$ cat src/rtl/rf_wb_arbiter_if.sv
// Writeback bus between the two requesters (A = ALU, B = load), the arbiter and the register file.
// The master modport is the requester/register-file side; the slave modport is the arbiter side.
interface rf_wb_arbiter_if #(
    parameter int DATA_W = 32,
    parameter int ADDR_W = 5
);
    logic              a_valid;
    logic [ADDR_W-1:0] a_addr;
    logic [DATA_W-1:0] a_data;
    logic              a_ready;

    logic              b_valid;
    logic [ADDR_W-1:0] b_addr;
    logic [DATA_W-1:0] b_data;
    logic              b_ready;

    logic              write_enabled;
    logic [ADDR_W-1:0] write_addr;
    logic [DATA_W-1:0] write_data;
    logic              last_grant;

    modport master (
        output a_valid, a_addr, a_data,
        input  a_ready,
        output b_valid, b_addr, b_data,
        input  b_ready,
        input  write_enabled, write_addr, write_data, last_grant
    );

    modport slave (
        input  a_valid, a_addr, a_data,
        output a_ready,
        input  b_valid, b_addr, b_data,
        output b_ready,
        output write_enabled, write_addr, write_data, last_grant
    );
endinterface

$ cat src/rtl/rf_wb_arbiter.sv
// Purpose: round-robin arbiter merging two writeback requesters onto one register file write port.
// Latency: 1 cycle from accepted handshake to write strobe; readies are combinational from valids/last_grant.
// Backpressure: loser of a tie sees ready=0 and must hold; no buffering. RF_WB_ZERO_FILTER_EN drops addr-0 writes.
module rf_wb_arbiter #(
    parameter int DATA_W = 32,
    parameter int ADDR_W = 5
) (
    input  logic         clock,
    input  logic         reset_n,
    rf_wb_arbiter_if.slave bus
);
    logic              grant_a;
    logic              grant_b;
    logic              xfer;
    logic [ADDR_W-1:0] sel_addr;
    logic [DATA_W-1:0] sel_data;
    logic              wr_en;

    logic              write_enabled_q;
    logic [ADDR_W-1:0] write_addr_q;
    logic [DATA_W-1:0] write_data_q;
    logic              last_grant_q;

    // last_grant_q = 1 means B won last, so A takes the next tie.
    always_comb begin
        grant_a  = reset_n && bus.a_valid && (!bus.b_valid || last_grant_q);
        grant_b  = reset_n && bus.b_valid && (!bus.a_valid || !last_grant_q);
        xfer     = grant_a || grant_b;
        sel_addr = grant_b ? bus.b_addr : bus.a_addr;
        sel_data = grant_b ? bus.b_data : bus.a_data;
`ifdef RF_WB_ZERO_FILTER_EN
        wr_en    = xfer && (sel_addr != '0);
`else
        wr_en    = xfer;
`endif
    end

    always_ff @(posedge clock or negedge reset_n) begin
        if (!reset_n) begin
            write_enabled_q <= 1'b0;
            write_addr_q    <= '0;
            write_data_q    <= '0;
            last_grant_q    <= 1'b1;
        end else begin
            write_enabled_q <= wr_en;
            if (xfer) begin
                write_addr_q <= sel_addr;
                write_data_q <= sel_data;
                last_grant_q <= grant_b;
            end
        end
    end

    assign bus.a_ready       = grant_a;
    assign bus.b_ready       = grant_b;
    assign bus.write_enabled = write_enabled_q;
    assign bus.write_addr    = write_addr_q;
    assign bus.write_data    = write_data_q;
    assign bus.last_grant    = last_grant_q;
endmodule

$ cat src/flat_wrapper.sv
// flat-port wrapper written by rule: the top's interface ports become plain ports
module rf_wb_arbiter_flat 
#(
    parameter int DATA_W = 32,
    parameter int ADDR_W = 5
)
  (clock, reset_n, bus_a_valid, bus_a_addr, bus_a_data, bus_a_ready, bus_b_valid, bus_b_addr, bus_b_data, bus_b_ready, bus_write_enabled, bus_write_addr, bus_write_data, bus_last_grant);
  rf_wb_arbiter_if #(.DATA_W(DATA_W), .ADDR_W(ADDR_W)) bus_i ();
  input  logic clock;
  input  logic reset_n;
  input wire logic [$bits(bus_i.a_valid)-1:0] bus_a_valid;
  input wire logic [$bits(bus_i.a_addr)-1:0] bus_a_addr;
  input wire logic [$bits(bus_i.a_data)-1:0] bus_a_data;
  output wire logic [$bits(bus_i.a_ready)-1:0] bus_a_ready;
  input wire logic [$bits(bus_i.b_valid)-1:0] bus_b_valid;
  input wire logic [$bits(bus_i.b_addr)-1:0] bus_b_addr;
  input wire logic [$bits(bus_i.b_data)-1:0] bus_b_data;
  output wire logic [$bits(bus_i.b_ready)-1:0] bus_b_ready;
  output wire logic [$bits(bus_i.write_enabled)-1:0] bus_write_enabled;
  output wire logic [$bits(bus_i.write_addr)-1:0] bus_write_addr;
  output wire logic [$bits(bus_i.write_data)-1:0] bus_write_data;
  output wire logic [$bits(bus_i.last_grant)-1:0] bus_last_grant;
  assign bus_i.a_valid = bus_a_valid;
  assign bus_i.a_addr = bus_a_addr;
  assign bus_i.a_data = bus_a_data;
  assign bus_a_ready = bus_i.a_ready;
  assign bus_i.b_valid = bus_b_valid;
  assign bus_i.b_addr = bus_b_addr;
  assign bus_i.b_data = bus_b_data;
  assign bus_b_ready = bus_i.b_ready;
  assign bus_write_enabled = bus_i.write_enabled;
  assign bus_write_addr = bus_i.write_addr;
  assign bus_write_data = bus_i.write_data;
  assign bus_last_grant = bus_i.last_grant;
  rf_wb_arbiter #(.DATA_W(DATA_W), .ADDR_W(ADDR_W)) u_core (.clock(clock), .reset_n(reset_n), .bus(bus_i));
endmodule
$ cat config.mk
export PLATFORM = sky130hd
export DESIGN_NAME = rf_wb_arbiter_flat
export DESIGN_NICKNAME = d
export VERILOG_FILES = /design/src/rtl/rf_wb_arbiter_if.sv /design/src/rtl/rf_wb_arbiter.sv /design/src/flat_wrapper.sv
export SDC_FILE = /design/constraint.sdc
export NUM_CORES = 1
export LEC_CHECK = 0
export CORE_AREA = 2 2 80 82
export CTS_CLUSTER_SIZE = 30
export DETAILED_ROUTE_END_ITERATION = 6
export DIE_AREA = 0 0 82 84
export PLACE_DENSITY = 0.75
export SLEW_MARGIN = 30
export SYNTH_ARGS = -nofsm -noshare
export SYNTH_HDL_FRONTEND = slang
export SYNTH_SLANG_ARGS = --single-unit
$ cat constraint.sdc
create_clock -name clock -period 1.1 [get_ports clock]
set_input_delay 0.275 -clock clock [delete_from_list [all_inputs] [get_ports clock]]
set_output_delay 0.275 -clock clock [all_outputs]
set_load 0.01 [all_outputs]
; ---- Yosys cells after proc, flatten, opt, wreduce, memory -nomap -nowiden
; Index checks and enable logic that the tools add are counted.
[op_classes]
muxes = 2
n_reduce_logical = 10
[ops]
columns = operator, n
row1 = 2-to-1 mux 32 bit, 1
row2 = 2-to-1 mux 5 bit, 1
row3 = logical AND 1 bit, 4
row4 = logical NOT 1 bit, 3
row5 = logical OR 1 bit, 3
[word_totals]
word_cells = 16
output_inout_bits = 41
reg_bits = 39
inputBits = 78

; ---- Logic depth before layout (Yosys ltp)
[logic_depth]
ltp_word = 4
depth_mapped = 5

; ---- Worst setup path before layout
; Ideal clock, no wire load.
[synth_path]
path_type = reg-to-output
start = register u_core.last_grant_q, in the netlist u_core.bus.last_grant
end = output bus_b_ready
stages_incl_launch_ff = 4
setup_slack_ps = -161
arrival_ps = 986
required_time_ps = 825
path_cell_list = dfstp_2 and2_4 clkbuf_4 nor2_1
[synth_via]
elab_chain_len = 3
[synth_rtl]
columns = item, line_no
row1 = from (decl), rf_wb_arbiter.sv:22  ; logic last_grant_q;
row2 = from (signal assigned), rf_wb_arbiter.sv:49  ; last_grant_q <= grant_b;
row3 = logical NOT 1 bit, rf_wb_arbiter.sv:27  ; grant_b = reset_n && bus.b_valid && (!bus.a_valid || !last_grant_q);
row4 = logical OR 1 bit, rf_wb_arbiter.sv:27
row5 = logical AND 1 bit, rf_wb_arbiter.sv:27
row6 = to (decl), flat_wrapper.sv:18  ; output wire logic [$bits(bus_i.b_ready)-1:0] bus_b_ready;
; No other way between the ends.

; ---- Worst setup path after layout
[layout_path]
start = register u_core.last_grant_q, in the netlist u_core.bus.last_grant
end = register u_core.write_data_q[14], in the netlist u_core.bus.write_data[14]
[layout_via]
elab_chain_len = 4
elab_cells_between_ends = 7
classes_between = mux: 1 / reduce/logical: 6
[layout_rtl]
columns = item, line_no
row1 = logical NOT 1 bit, rf_wb_arbiter.sv:27
row2 = logical OR 1 bit, rf_wb_arbiter.sv:27
row3 = logical AND 1 bit, rf_wb_arbiter.sv:27
row4 = 2-to-1 mux 32 bit / logical OR 1 bit (equally long branches), "rf_wb_arbiter.sv:30, rf_wb_arbiter.sv:28"
row5 = to (signal assigned), rf_wb_arbiter.sv:48  ; write_data_q <= sel_data;
row6 = to (decl), rf_wb_arbiter.sv:21  ; logic [DATA_W-1:0] write_data_q;
; Several ways; a longest one is shown, not always the timed one.
; A chain may end at the register's enable or synchronous reset.

==> results by group <==
Setup path
  – Setup crit start: u_core.bus.last_grant$_DFFE_PN1P_
  – R2r worst-path depth: 7
  – Critical R2R Capture: u_core.bus.write_data[14]$_DFFE_PN0P_
  – Crit path capture: u_core.bus.write_data[14]$_DFFE_PN0P_
  – CP required: approximately 1.3 ns
  – Startpoint type of the worst setup path: flop
  – Worst Setup Path Type: flop to flop
  – Arr. time, crit path: about 1.6 ns
  – Critical path peak fanout: 8
  – Reg2reg start: u_core.bus.last_grant$_DFFE_PN1P_
  – Flop2flop setup slack: -0.36 ns
  – Critical path endpoint category: flop

STA
  – Setup Skew: between 0.007 and 0.008 ns
  – Worst-Margin Slew: between 0.5 and 0.6 ns
  – Fin worst setup slack: -0.360 ns
  – Minimum clock period: 1.46 ns
  – Final Setup Violations: 43
  – Slew Limit Fails: 0
  – Tcrit/Tclk final: 133%
  – F_max: 685 MHz
  – Slew Limit Headroom: roughly 67%
  – RSZ-0062 raised after global routing: yes
  – Fin. Hold Viols: 0
  – Min Hold Slack: 0.219 ns

Route
  – DRT Wirelength: 7300 um
  – Vias per inst: 5.18
  – Antenna Violating Nets Remaining: 0
  – First-pass DRT Iterations: 4
  – Iteration-0 DRC Markers: about 170
  – WL per Instance: 16.6 um
  – Via count: 2273
  – Drt drc: 0

Synth
  – Syn Inst Count: approximately 220
  – Area share of the largest cell type after synthesis: 48.0%
  – Most used DFF post-synth: dfrtp_1
  – Ys Warns: 0
  – Commonest cells in the netlist: 38 x dfrtp_1, 38 x nor2_1, 37 x a31oi_1, 37 x nand3_1, 27 x o21ai_1
  – Post-Syn Area: between 1500 and 2000 sq um
  – Synth Net Count: 299
  – Yosys reg bits: 39
  – Dominant cell type by area after synthesis: dfrtp_1
  – Dominant cells by area after synthesis: dfrtp_1 48%, a31oi_1 12%, nand3_1 9.3%, nor2_1 7.2%, o21ai_1 6.8%
  – Seq/Total Area, Yosys: about half
  – Synth Area per Inst: 8.97 sq um
  – Async S/R FF share, synth: 100%
  – Number of enable flip-flop cells after synthesis: 0
  – Yosys cell types: 21

Global route
  – Overflow after GRT: 0
  – Number of global-route vias before repair: 2137
  – Total track usage: a little under a fifth
  – First-pass GRT wire length: 10000 um
  – Initial antenna violation count: 0
  – Largest net degree at the start of global routing: 41

Pwr
  – Peak VDD IR: roughly 0.00066 V
  – Leak: about 0.0015 uW
  – Total Power: between 4000 and 5000 uW
  – PD cells: 1270 nW/um^2

Floorplanning
  – Ports: 119
  – Rows: 29
  – Die area: 6890 sq um
  – Die Y: 84 um
  – Die Wd: 82 um
  – Core area: between 6000 and 7000 sq um
  – Starting Density: between 30% and 40%

Clock tree
  – Clock slew at reported path FFs: 0.08 ns
  – Num CTS Buffers: 5
  – Worst-skew pair later-pin latency: just under 0.3 ns
  – Clk sink count: 39
  – H-tree levels: 2
  – CTS tree: done
  – Clock Tree Buf Depth: 2
  – Root Buffer: clkbuf_8

Min path
  – Hold/Removal Path Class: input port to asynchronous set/reset pin

Placed design
  – DP Area: roughly 3200 sq um
  – Port buffer count: 118
  – Final Wtd Congestion: approximately 0.73
  – Hpwl dp: 4230 um

Cells and area
  – Layout cells sized above 1: 28.5%
  – Layout fillers: about 550
  – Footprint of the multi-input gates: 868 sq um
  – FF+latch area: 977 sq um
  – Ant diodes: 0
  – Area Growth Syn to Fin: 82.8%
  – Nets@finish: 440
  – Post-route cell area: 3620 sq um

Job
  – Max-Cap Viols: 0

Run status
  – Violated checks: setup timing
  – Status: finished, violations left
==> layout by cell type (no fill, tap or decap), types with 2 or more instances in the layout <==
master,synthesis,final
nand3_2,0,7
buf_6,5,14
buf_4,3,19
nand3_1,37,30
clkbuf_16,0,7
dfrtp_1,38,38
and2_4,1,2
o21ai_0,10,9
nand2_1,3,3
clkbuf_8,0,5
clkdlybuf4s50_1,0,74
nor2_1,38,37
a31oi_1,37,37
buf_2,9,33
buf_12,3,7
o21ai_1,27,28
==> flip-flops by register name (all words and copies together), names as in the netlist <==
signal,flops
u_core.bus.write_enabled,1
u_core.bus.write_data,32
u_core.bus.write_addr,5
u_core.bus.last_grant,1
==> power breakdown <==
part | switching [uW] | internal [uW] | leakage (uW)
logic | 743 | 948 | 0.00101
registers | 114 | 1640 | 0.000437
clock network | 497 | 663 | 0.0000502
total | 1350 | 3250 | 0.00149
==> through the flow <==
step,TNS (ns),utilization [%],std cells,setup slack [ns]
final,-12.98,59.4,439,-0.360
after global routing,-15.63,59.4,439,-0.403
after CTS,-10.66,53.4,423,-0.341
after detailed placement,-25.48,53.0,406,-0.734
after global placement,-23.40,53.0,406,-0.703
after floorplan,-3.68,-,221,-0.140
==> layout make-up <==
cell class                      instances  share of cell area [%]
Tap cell                               77                    2.66
Sequential cell                        39                    27.0
Clock buffer                            5                    1.90
Inverter                                1                   0.104
Multi-Input combinational cell        158                    24.0
Clock inverter                          2                    1.04
Timing Repair Buffer                  157                    43.4
==> worst max-delay path, cell delays in order, from the launching register on <==
cell,delay [ns]
dfstp_2,0.56
buf_4,0.12
buf_6,0.09
buf_6,0.11
nand2_8,0.10
clkbuf_16,0.19
nand3_1,0.08
a31oi_1,0.09
==> logic make-up (layout without fill, tap and decap cells) <==
group                  after synthesis  in the layout  share of synthesized area, %
AOI/OAI and AO/OA                   77             77                          22.2
and+or+nand+nor                     81             81                          18.2
DFF                                 39             39                          49.3
buffers and inverters               24            165                          10.4
==> routing by layer <==
metal	global-route usage, %	vias up	wire (um)
met4	3.64	0	49
li1	-	1078	-
met5	0	-	0
met3	4.22	6	451
met1	21.8	1094	3020
met2	33.0	95	3790
==> worst min-delay path by stage <==
| stage | start | end | slack, ns | depth (start not counted) |
|---|---|---|---|---|
| 3_5_place_dp | reset_n | u_core.bus.write_data[19]$_DFFE_PN0P_ | 0.52 | 3 |
| 6_report | reset_n | u_core.bus.write_data[14]$_DFFE_PN0P_ | 0.22 | 3 |
| 3_3_place_gp | reset_n | u_core.bus.write_data[18]$_DFFE_PN0P_ | 0.51 | 3 |
| 4_1_cts | reset_n | u_core.bus.write_data[17]$_DFFE_PN0P_ | 0.21 | 3 |
| 5_1_grt | reset_n | u_core.bus.write_data[14]$_DFFE_PN0P_ | 0.25 | 3 |
| 2_1_floorplan | reset_n | u_core.bus.write_addr[0]$_DFFE_PN0P_ | -0.02 | 0 |
==> repair_timing <==
action | CTS | global route
setup buffers | 9 | 8
gates resized for setup | 173 | 25
setup endpoints to repair | 80 | 78
gates cloned | 1 | 8
pin swaps | 0 | 17
hold buffers | 0 | 0
Note: power is estimated with default switching activity, not from simulation.
